===== config.mk =====
export PLATFORM = sky130hd
export DESIGN_NAME = seq_alu
export DESIGN_NICKNAME = d
export VERILOG_FILES = /design/src/rtl/seq_alu.sv
export SDC_FILE = /design/constraint.sdc
export NUM_CORES = 2
export LEC_CHECK = 0
export CORE_UTILIZATION = 25
export DETAILED_ROUTE_END_ITERATION = 7
export HOLD_SLACK_MARGIN = 0.15
export PLACE_DENSITY = 0.37
export SYNTH_ARGS = -nofsm -noshare
export SYNTH_HDL_FRONTEND = slang
export SYNTH_SLANG_ARGS = --single-unit
export TNS_END_PERCENT = 30

===== constraint.sdc =====
create_clock -name clk -period 5.25 [get_ports clk]
set_input_delay 1.05 -clock clk [delete_from_list [all_inputs] [get_ports clk]]
set_output_delay 1.05 -clock clk [all_outputs]
set_load 0.02 [all_outputs]

===== src/rtl/seq_alu.sv =====
// seq_alu: multi-cycle ALU. Logic, shift and add-class ops finish in one
// cycle; signed mul/div iterate one bit per cycle on operand magnitudes,
// then apply sign correction in a final FIX cycle.
module seq_alu #(
  parameter int WIDTH = 32,
  parameter int SHW   = $clog2(WIDTH)
) (
  input  logic                 clk,
  input  logic                 rst_n,
  input  logic                 start,
  input  logic                 abort,
  input  logic [4:0]           opcode,
  input  logic [WIDTH-1:0]     ry,
  input  logic [WIDTH-1:0]     rb,
  input  logic                 branch_flag,
  output logic [2*WIDTH-1:0]   c_out,
  output logic                 busy,
  output logic                 done,
  output logic                 div_zero
);

  localparam logic [4:0] OP_LD   = 5'b00000;
  localparam logic [4:0] OP_LDI  = 5'b00001;
  localparam logic [4:0] OP_ST   = 5'b00010;
  localparam logic [4:0] OP_ADD  = 5'b00011;
  localparam logic [4:0] OP_SUB  = 5'b00100;
  localparam logic [4:0] OP_SHR  = 5'b00101;
  localparam logic [4:0] OP_SHRA = 5'b00110;
  localparam logic [4:0] OP_SHL  = 5'b00111;
  localparam logic [4:0] OP_ROR  = 5'b01000;
  localparam logic [4:0] OP_ROL  = 5'b01001;
  localparam logic [4:0] OP_AND  = 5'b01010;
  localparam logic [4:0] OP_OR   = 5'b01011;
  localparam logic [4:0] OP_ADDI = 5'b01100;
  localparam logic [4:0] OP_ANDI = 5'b01101;
  localparam logic [4:0] OP_ORI  = 5'b01110;
  localparam logic [4:0] OP_MUL  = 5'b01111;
  localparam logic [4:0] OP_DIV  = 5'b10000;
  localparam logic [4:0] OP_NEG  = 5'b10001;
  localparam logic [4:0] OP_NOT  = 5'b10010;
  localparam logic [4:0] OP_BR   = 5'b10011;
  localparam logic [4:0] OP_JR   = 5'b10100;
  localparam logic [4:0] OP_JAL  = 5'b10101;

  localparam logic [SHW-1:0] CNT_LAST = SHW'(WIDTH - 1);

  typedef enum logic [1:0] {
    S_IDLE = 2'b00,
    S_CALC = 2'b01,
    S_FIX  = 2'b10
  } state_t;

  // Single-cycle result; HI is zero for all defined ops, all ones otherwise.
  function automatic logic [2*WIDTH-1:0] alu_single(
    input logic [4:0]       op,
    input logic [WIDTH-1:0] a,
    input logic [WIDTH-1:0] b,
    input logic             bf
  );
    logic [WIDTH-1:0]   res;
    logic [SHW-1:0]     amt;
    logic [2*WIDTH-1:0] dbl;
    logic [2*WIDTH-1:0] rot;
    logic               valid;
    amt   = b[SHW-1:0];
    dbl   = {a, a};
    rot   = '0;
    res   = '0;
    valid = 1'b1;
    case (op)
      OP_LD, OP_LDI, OP_ST, OP_JR,
      OP_ADD, OP_ADDI: res = a + b;
      OP_JAL:          res = a + b + WIDTH'(1);
      OP_SUB:          res = a - b;
      OP_SHR:          res = a >> amt;
      OP_SHRA:         res = $unsigned($signed(a) >>> amt);
      OP_SHL:          res = a << amt;
      OP_ROR: begin
        rot = dbl >> amt;
        res = rot[WIDTH-1:0];
      end
      OP_ROL: begin
        rot = dbl << amt;
        res = rot[2*WIDTH-1:WIDTH];
      end
      OP_AND, OP_ANDI: res = a & b;
      OP_OR, OP_ORI:   res = a | b;
      OP_NEG:          res = WIDTH'(0) - b;
      OP_NOT:          res = ~b;
      OP_BR:           res = bf ? (a + b) : a;
      default:         valid = 1'b0;
    endcase
    if (valid) begin
      alu_single = {{WIDTH{1'b0}}, res};
    end else begin
      alu_single = {(2*WIDTH){1'b1}};
    end
  endfunction

  state_t               state_q, state_d;
  logic [SHW-1:0]       cnt_q, cnt_d;
  logic [WIDTH-1:0]     hi_q, hi_d;      // mul: product high half / div: remainder
  logic [WIDTH-1:0]     lo_q, lo_d;      // mul: multiplier / div: dividend -> quotient
  logic [WIDTH-1:0]     opnd_q, opnd_d;  // mul: multiplicand / div: divisor
  logic                 sign_a_q, sign_a_d;
  logic                 sign_b_q, sign_b_d;
  logic                 is_div_q, is_div_d;
  logic [2*WIDTH-1:0]   c_out_q, c_out_d;
  logic                 busy_q, busy_d;
  logic                 done_q, done_d;
  logic                 div_zero_q, div_zero_d;

  // Magnitudes as unsigned WIDTH bits: 2^(WIDTH-1) is representable exactly.
  logic [WIDTH-1:0]     mag_a_s, mag_b_s;
  logic [WIDTH:0]       mul_sum_s;
  logic [WIDTH-1:0]     div_shift_s, div_diff_s;
  logic                 div_ge_s;
  logic [2*WIDTH-1:0]   prod_s, mul_res_s;
  logic [WIDTH-1:0]     quo_res_s, rem_res_s;

  assign mag_a_s     = ry[WIDTH-1] ? (WIDTH'(0) - ry) : ry;
  assign mag_b_s     = rb[WIDTH-1] ? (WIDTH'(0) - rb) : rb;
  assign mul_sum_s   = {1'b0, hi_q} + (lo_q[0] ? {1'b0, opnd_q} : {(WIDTH+1){1'b0}});
  // Remainder stays below the divisor (<= 2^(WIDTH-1)), so the shifted value fits WIDTH bits.
  assign div_shift_s = {hi_q[WIDTH-2:0], lo_q[WIDTH-1]};
  assign div_ge_s    = (div_shift_s >= opnd_q);
  assign div_diff_s  = div_shift_s - opnd_q;
  assign prod_s      = {hi_q, lo_q};
  assign mul_res_s   = (sign_a_q ^ sign_b_q) ? ((2*WIDTH)'(0) - prod_s) : prod_s;
  assign quo_res_s   = (sign_a_q ^ sign_b_q) ? (WIDTH'(0) - lo_q) : lo_q;
  assign rem_res_s   = sign_a_q ? (WIDTH'(0) - hi_q) : hi_q;

  // Next-state and datapath control for the IDLE/CALC/FIX sequencer.
  always_comb begin
    state_d    = state_q;
    cnt_d      = cnt_q;
    hi_d       = hi_q;
    lo_d       = lo_q;
    opnd_d     = opnd_q;
    sign_a_d   = sign_a_q;
    sign_b_d   = sign_b_q;
    is_div_d   = is_div_q;
    c_out_d    = c_out_q;
    busy_d     = busy_q;
    done_d     = 1'b0;
    div_zero_d = div_zero_q;
    case (state_q)
      S_IDLE: begin
        if (start) begin
          if (opcode == OP_MUL || (opcode == OP_DIV && rb != WIDTH'(0))) begin
            state_d  = S_CALC;
            busy_d   = 1'b1;
            cnt_d    = '0;
            sign_a_d = ry[WIDTH-1];
            sign_b_d = rb[WIDTH-1];
            is_div_d = (opcode == OP_DIV);
            hi_d     = '0;
            if (opcode == OP_DIV) begin
              lo_d   = mag_a_s;
              opnd_d = mag_b_s;
            end else begin
              lo_d   = mag_b_s;
              opnd_d = mag_a_s;
            end
          end else if (opcode == OP_DIV) begin
            // Divide by zero completes immediately with a flagged result.
            c_out_d    = {ry, {WIDTH{1'b1}}};
            div_zero_d = 1'b1;
            done_d     = 1'b1;
          end else begin
            c_out_d    = alu_single(opcode, ry, rb, branch_flag);
            div_zero_d = 1'b0;
            done_d     = 1'b1;
          end
        end else begin
          state_d = S_IDLE;
        end
      end
      S_CALC: begin
        if (abort) begin
          state_d = S_IDLE;
          busy_d  = 1'b0;
        end else begin
          cnt_d = cnt_q + SHW'(1);
          if (is_div_q) begin
            hi_d = div_ge_s ? div_diff_s : div_shift_s;
            lo_d = {lo_q[WIDTH-2:0], div_ge_s};
          end else begin
            hi_d = mul_sum_s[WIDTH:1];
            lo_d = {mul_sum_s[0], lo_q[WIDTH-1:1]};
          end
          if (cnt_q == CNT_LAST) begin
            state_d = S_FIX;
          end else begin
            state_d = S_CALC;
          end
        end
      end
      S_FIX: begin
        state_d = S_IDLE;
        busy_d  = 1'b0;
        if (abort) begin
          done_d = 1'b0;
        end else begin
          if (is_div_q) begin
            c_out_d = {rem_res_s, quo_res_s};
          end else begin
            c_out_d = mul_res_s;
          end
          div_zero_d = 1'b0;
          done_d     = 1'b1;
        end
      end
      default: begin
        state_d = S_IDLE;
        busy_d  = 1'b0;
      end
    endcase
  end

  // State and datapath registers; async reset discards any operation in flight.
  always_ff @(posedge clk or negedge rst_n) begin
    if (!rst_n) begin
      state_q    <= S_IDLE;
      cnt_q      <= '0;
      hi_q       <= '0;
      lo_q       <= '0;
      opnd_q     <= '0;
      sign_a_q   <= 1'b0;
      sign_b_q   <= 1'b0;
      is_div_q   <= 1'b0;
      c_out_q    <= '0;
      busy_q     <= 1'b0;
      done_q     <= 1'b0;
      div_zero_q <= 1'b0;
    end else begin
      state_q    <= state_d;
      cnt_q      <= cnt_d;
      hi_q       <= hi_d;
      lo_q       <= lo_d;
      opnd_q     <= opnd_d;
      sign_a_q   <= sign_a_d;
      sign_b_q   <= sign_b_d;
      is_div_q   <= is_div_d;
      c_out_q    <= c_out_d;
      busy_q     <= busy_d;
      done_q     <= done_d;
      div_zero_q <= div_zero_d;
    end
  end

  assign c_out    = c_out_q;
  assign busy     = busy_q;
  assign done     = done_q;
  assign div_zero = div_zero_q;

endmodule


==> impl_metrics.env <==
export IMPL_outcome="complete, no violations"
export IMPL_synthesis_area_per_instance_um2=7.148
export IMPL_dieArea_mm2=0.1076
export IMPL_setup_worst_path_end_class="flop"
export IMPL_cp_required_ps=5630
export IMPL_max_clock_freq_mhz=192.9
export IMPL_syn_instance_count=3717
export IMPL_power_density_mw_per_mm2=303.3
export IMPL_synthesis_nets=3963
export IMPL_drc=0
export IMPL_drtAntennaViolNets=0
export IMPL_yosysTopAreaCellShare_pct=16.29
export IMPL_cts_resized_gates=1
export IMPL_count_of_distinct_cell_types_in_the_synthesized_netlist=95
export IMPL_final_hold_violation_count=0
export IMPL_whs_ps=483.8
export IMPL_boundaryPins=141
export IMPL_crit_path_start_kind="input pin"
export IMPL_core_region_area_mm2=0.1053
export IMPL_avgRoutedWirePerCell_um=30.82
export IMPL_async_flop_share_pct=100.0
export IMPL_cts_htree_levels=4
export IMPL_synth_compound_gate_area_share_pct=30.31
export IMPL_yosys_area_share_simple_pct=21.07
export IMPL_fill_count=11630
export IMPL_dr_total_vias=30950
export IMPL_fin_crit_ps=5184
export IMPL_synth_sequential_area_ratio_pct=16.29
export IMPL_grt_pass1_vias=29740
export IMPL_hold_depth=2
export IMPL_internal_pwr_total_uw=4703
export IMPL_synth_area_top_cells="sky130_fd_sc_hd__dfrtp_1 (16%), sky130_fd_sc_hd__ha_1 (7.9%), sky130_fd_sc_hd__xnor2_1 (6.7%), sky130_fd_sc_hd__nor2_1 (6.0%), sky130_fd_sc_hd__a21oi_1 (5.7%)"
export IMPL_cts_hold_buf=0
export IMPL_tritoncts_num_buffers=17
export IMPL_critical_path_buf_inv_count=3
export IMPL_buffer_ports_inserted=140
export IMPL_yosys_area_top_type="sky130_fd_sc_hd__dfrtp_1"
export IMPL_critical_path_top_delay_family="simple AND/OR/NAND/NOR gates"
export IMPL_timing_critical_path_arrival_ps=5570
export IMPL_finalSetupViolCount=0
export IMPL_adder_and_majority_cell_fraction_of_the_synthesized_area_pct=8.212
export IMPL_detailed_place_hpwl_um=136200
export IMPL_tritoncts_clock_tree="done"
export IMPL_cp_max_fanout=4
export IMPL_area_delta_synth_final_pct=22.38
export IMPL_dr_first_iter_drc_count=3748
export IMPL_min_delay_path_class="reg2reg"
export IMPL_critPathMaxStageDelay_ps=700
export IMPL_finish_utilization_pct=30.89
export IMPL_slew_violations=0
export IMPL_crit_path_cell_trace="clkdlybuf4s50_1, buf_4, nor4_1, buf_4, and4_1, nand2_1, o31a_1, or3b_1, or4_1, a211oi_1, o2111ai_1, a221oi_1, a311oi_1"
export IMPL_route_final_wire_length_um=166800
export IMPL_yosysWarnings=0
export IMPL_grt_first_pass_wirelength_um=233800
export IMPL_antenna_found_initial=3
export IMPL_drive_gt1_share_pct=14.63
export IMPL_tightestPinTransition_ps=1298
export IMPL_vias_per_cell=5.721
export IMPL_clk_transition_reported_paths_ps=90
export IMPL_design_final_nets=4252
export IMPL_power_switching_fraction_pct=52.31
export IMPL_number_of_flops_mapped_to_enable_cells_by_yosys=0
export IMPL_gr_usage_all_layers_pct=30.42
export IMPL_syn_area_mm2=0.02657
export IMPL_register_bit_count_reported_by_yosys=173
export IMPL_fin_crit_sh_pct=98.75
export IMPL_worst_r2r_cell_count=16
export IMPL_grt_setup_unrepaired="false"
export IMPL_fin_worst_skew_ps=24.09
export IMPL_totalPowerFinal_uw=9862
export IMPL_antenna_diode_count=0
export IMPL_synth_top_family_by_area="compound AO/OA/AOI/OAI gates"
export IMPL_detail_route_first_pass_iterations=6
export IMPL_placementRows=119
export IMPL_floorplan_initialDensity_pct=25.24
export IMPL_drv_max_cap_violation_count=0
export IMPL_yosys_mux_area_fraction_pct=8.867
export IMPL_die_width_um=328.0
export IMPL_die_y_um=328.0
export IMPL_grt_start_max_net_pins=88
export IMPL_gp_congestion=1.042
export IMPL_synth_xor_area_share_pct=8.801
export IMPL_power_sequential_fraction_pct=22.1
export IMPL_clkSinkCount=173
export IMPL_timing_critical_path_slowest_stage_cell="sky130_fd_sc_hd__or4_1"
export IMPL_insertion_delay_ps=510
export IMPL_power_ir_vdd_worst_v=0.0003000
export IMPL_share_clk_of_total_power_pct=13.8
export IMPL_pwr_share_comb_pct=64.0
export IMPL_setup_worst_path_class="in2reg"
export IMPL_path_depth=13
export IMPL_cpMostUsedCell="sky130_fd_sc_hd__buf_4"
export IMPL_clk_root_buffer_cell="sky130_fd_sc_hd__clkbuf_16"
export IMPL_synth_top_flop_cell="sky130_fd_sc_hd__dfrtp_1"
export IMPL_cts_setup_buffers=0
export IMPL_clock_path_buffers=2
export IMPL_net_switching_component_of_the_power_uw=5159
export IMPL_slew_headroom_pct=12.83
export IMPL_cellLeakagePower_uw=0.01373
export IMPL_grt_remaining_overflow=0
-- worst reg2reg max path: cells and delay by family (launching register included) --
kind / cells / cell delay (ps)
fa+ha+maj: 1 / 450
compound gates: 10 / 2230
flops: 1 / 420
buf+inv: 3 / 510
simple gates: 2 / 580
-- cell usage in the layout, fill, tap and decap left out, types with 56 or more instances in the layout --
master and n:
sky130_fd_sc_hd__nand3_1 69, sky130_fd_sc_hd__nor2_1 426, sky130_fd_sc_hd__o211ai_1 56, sky130_fd_sc_hd__ha_1 168
sky130_fd_sc_hd__o21ai_0 288, sky130_fd_sc_hd__mux2i_1 133, sky130_fd_sc_hd__dfrtp_1 172, sky130_fd_sc_hd__o22ai_1 63
sky130_fd_sc_hd__a21oi_1 298, sky130_fd_sc_hd__a21o_1 69, sky130_fd_sc_hd__xor2_1 63, sky130_fd_sc_hd__nor3_1 69
sky130_fd_sc_hd__buf_4 404, sky130_fd_sc_hd__xnor2_1 203, sky130_fd_sc_hd__clkdlybuf4s50_1 133, sky130_fd_sc_hd__inv_1 148
sky130_fd_sc_hd__nand2_1 395
-- final cells by class --
| type | count | area [µm²] | share of cell area [%] |
|---|---|---|---|
| repair buffers | 557 | 4698 | 14.45 |
| multi-input cells | 3103 | 20600 | 63.35 |
| clock buffers | 21 | 470.5 | 1.447 |
| flip-flops and latches | 173 | 4333 | 13.32 |
| well taps | 1391 | 1740 | 5.352 |
| inverters | 154 | 578.1 | 1.778 |
| clock inverters | 11 | 98.84 | 0.3040 |
-- cells in the mapped netlist (16+ instances only) --
master	instances
sky130_fd_sc_hd__nor3_1	70
sky130_fd_sc_hd__mux2i_1	133
sky130_fd_sc_hd__a211oi_1	43
sky130_fd_sc_hd__nand3_1	69
sky130_fd_sc_hd__a31oi_1	54
sky130_fd_sc_hd__o22ai_1	63
sky130_fd_sc_hd__buf_1	31
sky130_fd_sc_hd__o31ai_1	29
sky130_fd_sc_hd__clkbuf_1	226
sky130_fd_sc_hd__buf_2	21
sky130_fd_sc_hd__a22oi_1	17
sky130_fd_sc_hd__mux4_2	25
sky130_fd_sc_hd__nand2b_1	34
sky130_fd_sc_hd__mux2_2	41
sky130_fd_sc_hd__xor2_1	63
sky130_fd_sc_hd__a2111oi_0	16
sky130_fd_sc_hd__a221oi_1	42
sky130_fd_sc_hd__and2_1	24
sky130_fd_sc_hd__a21oi_1	301
sky130_fd_sc_hd__nor2b_1	31
sky130_fd_sc_hd__nand4_1	34
sky130_fd_sc_hd__nand2_1	396
sky130_fd_sc_hd__nor2_1	427
sky130_fd_sc_hd__and3_1	20
sky130_fd_sc_hd__inv_1	149
sky130_fd_sc_hd__o21a_1	48
sky130_fd_sc_hd__xnor2_1	204
sky130_fd_sc_hd__a21o_1	70
sky130_fd_sc_hd__or3_1	19
sky130_fd_sc_hd__o21ai_0	288
sky130_fd_sc_hd__dfrtp_1	173
sky130_fd_sc_hd__a22o_1	21
sky130_fd_sc_hd__ha_1	168
sky130_fd_sc_hd__o211ai_1	56
sky130_fd_sc_hd__o221ai_1	49
sky130_fd_sc_hd__nor4_1	29
sky130_fd_sc_hd__o21bai_1	23
-- final timing paths --
path / from / end / slack (ps)
min reg2reg: opnd_q[7]$_DFFE_PN0P_ / opnd_q[7]$_DFFE_PN0P_ / 480
max in group asynchronous: rst_n / c_out[19]$_DFFE_PN0P_ / 3620
max: rb[16] / c_out[23]$_DFFE_PN0P_ / 70
max reg2reg: lo_q[0]$_DFFE_PN0P_ / hi_q[31]$_DFFE_PN0P_ / 930
min in group asynchronous: rst_n / hi_q[24]$_DFFE_PN0P_ / 570
min: opnd_q[7]$_DFFE_PN0P_ / opnd_q[7]$_DFFE_PN0P_ / 480
-- per-stage QoR --
step | setup TNS, ps | area (µm²) | std cells | setup WS [ps]
finish | 0 | 32520 | 5410 | 65.61
global route | 0 | 32520 | 5410 | 61.62
CTS | 0 | 32520 | 5410 | 200.5
detailed placement | -1506 | 31950 | 5378 | -606.0
global placement | -1883 | 31950 | 5378 | -562.8
floorplan | 0 | 26570 | 3717 | 46.29
-- sequential cells by signal, indices dropped and copies added (netlist names) --
| register | cells |
|---|---|
| state_q | 2 |
| opnd_q | 32 |
| c_out | 64 |
| busy | 1 |
| cnt_q | 5 |
| sign_a_q | 1 |
| is_div_q | 1 |
| lo_q | 32 |
| done | 1 |
| div_zero | 1 |
| sign_b_q | 1 |
| hi_q | 32 |
-- cell families after synthesis --
logic type	count (synthesis)
buffers and inverters	441
flip-flops	173
adder cells (fa/ha/maj)	172
XOR/XNOR	267
multiplexers	199
AO/OA/AOI/OAI	1239
AND/OR/NAND/NOR	1226
-- metal layers --
metal,up-vias,share of wire [%],wire [µm],GRT usage [%]
met5,-,0.0090,15,0
met4,2,5.8,9729,15.72
met2,1367,43,70930,45.61
met1,15220,45,75270,42.02
li1,14100,-,-,-
met3,266,6.5,10810,4.384
-- power by group through the flow --
stage / Sequential, µW / Clock [µW] / Combinational [µW]
after floorplan: 2020 / 0 / 3720
after global placement: 2200 / 0 / 6250
after detailed placement: 2200 / 0 / 6200
after CTS: 2180 / 1400 / 6240
after global routing: 2230 / 1450 / 6760
final: 2180 / 1360 / 6320
No activity file was read; power rests on OpenSTA's default activity.
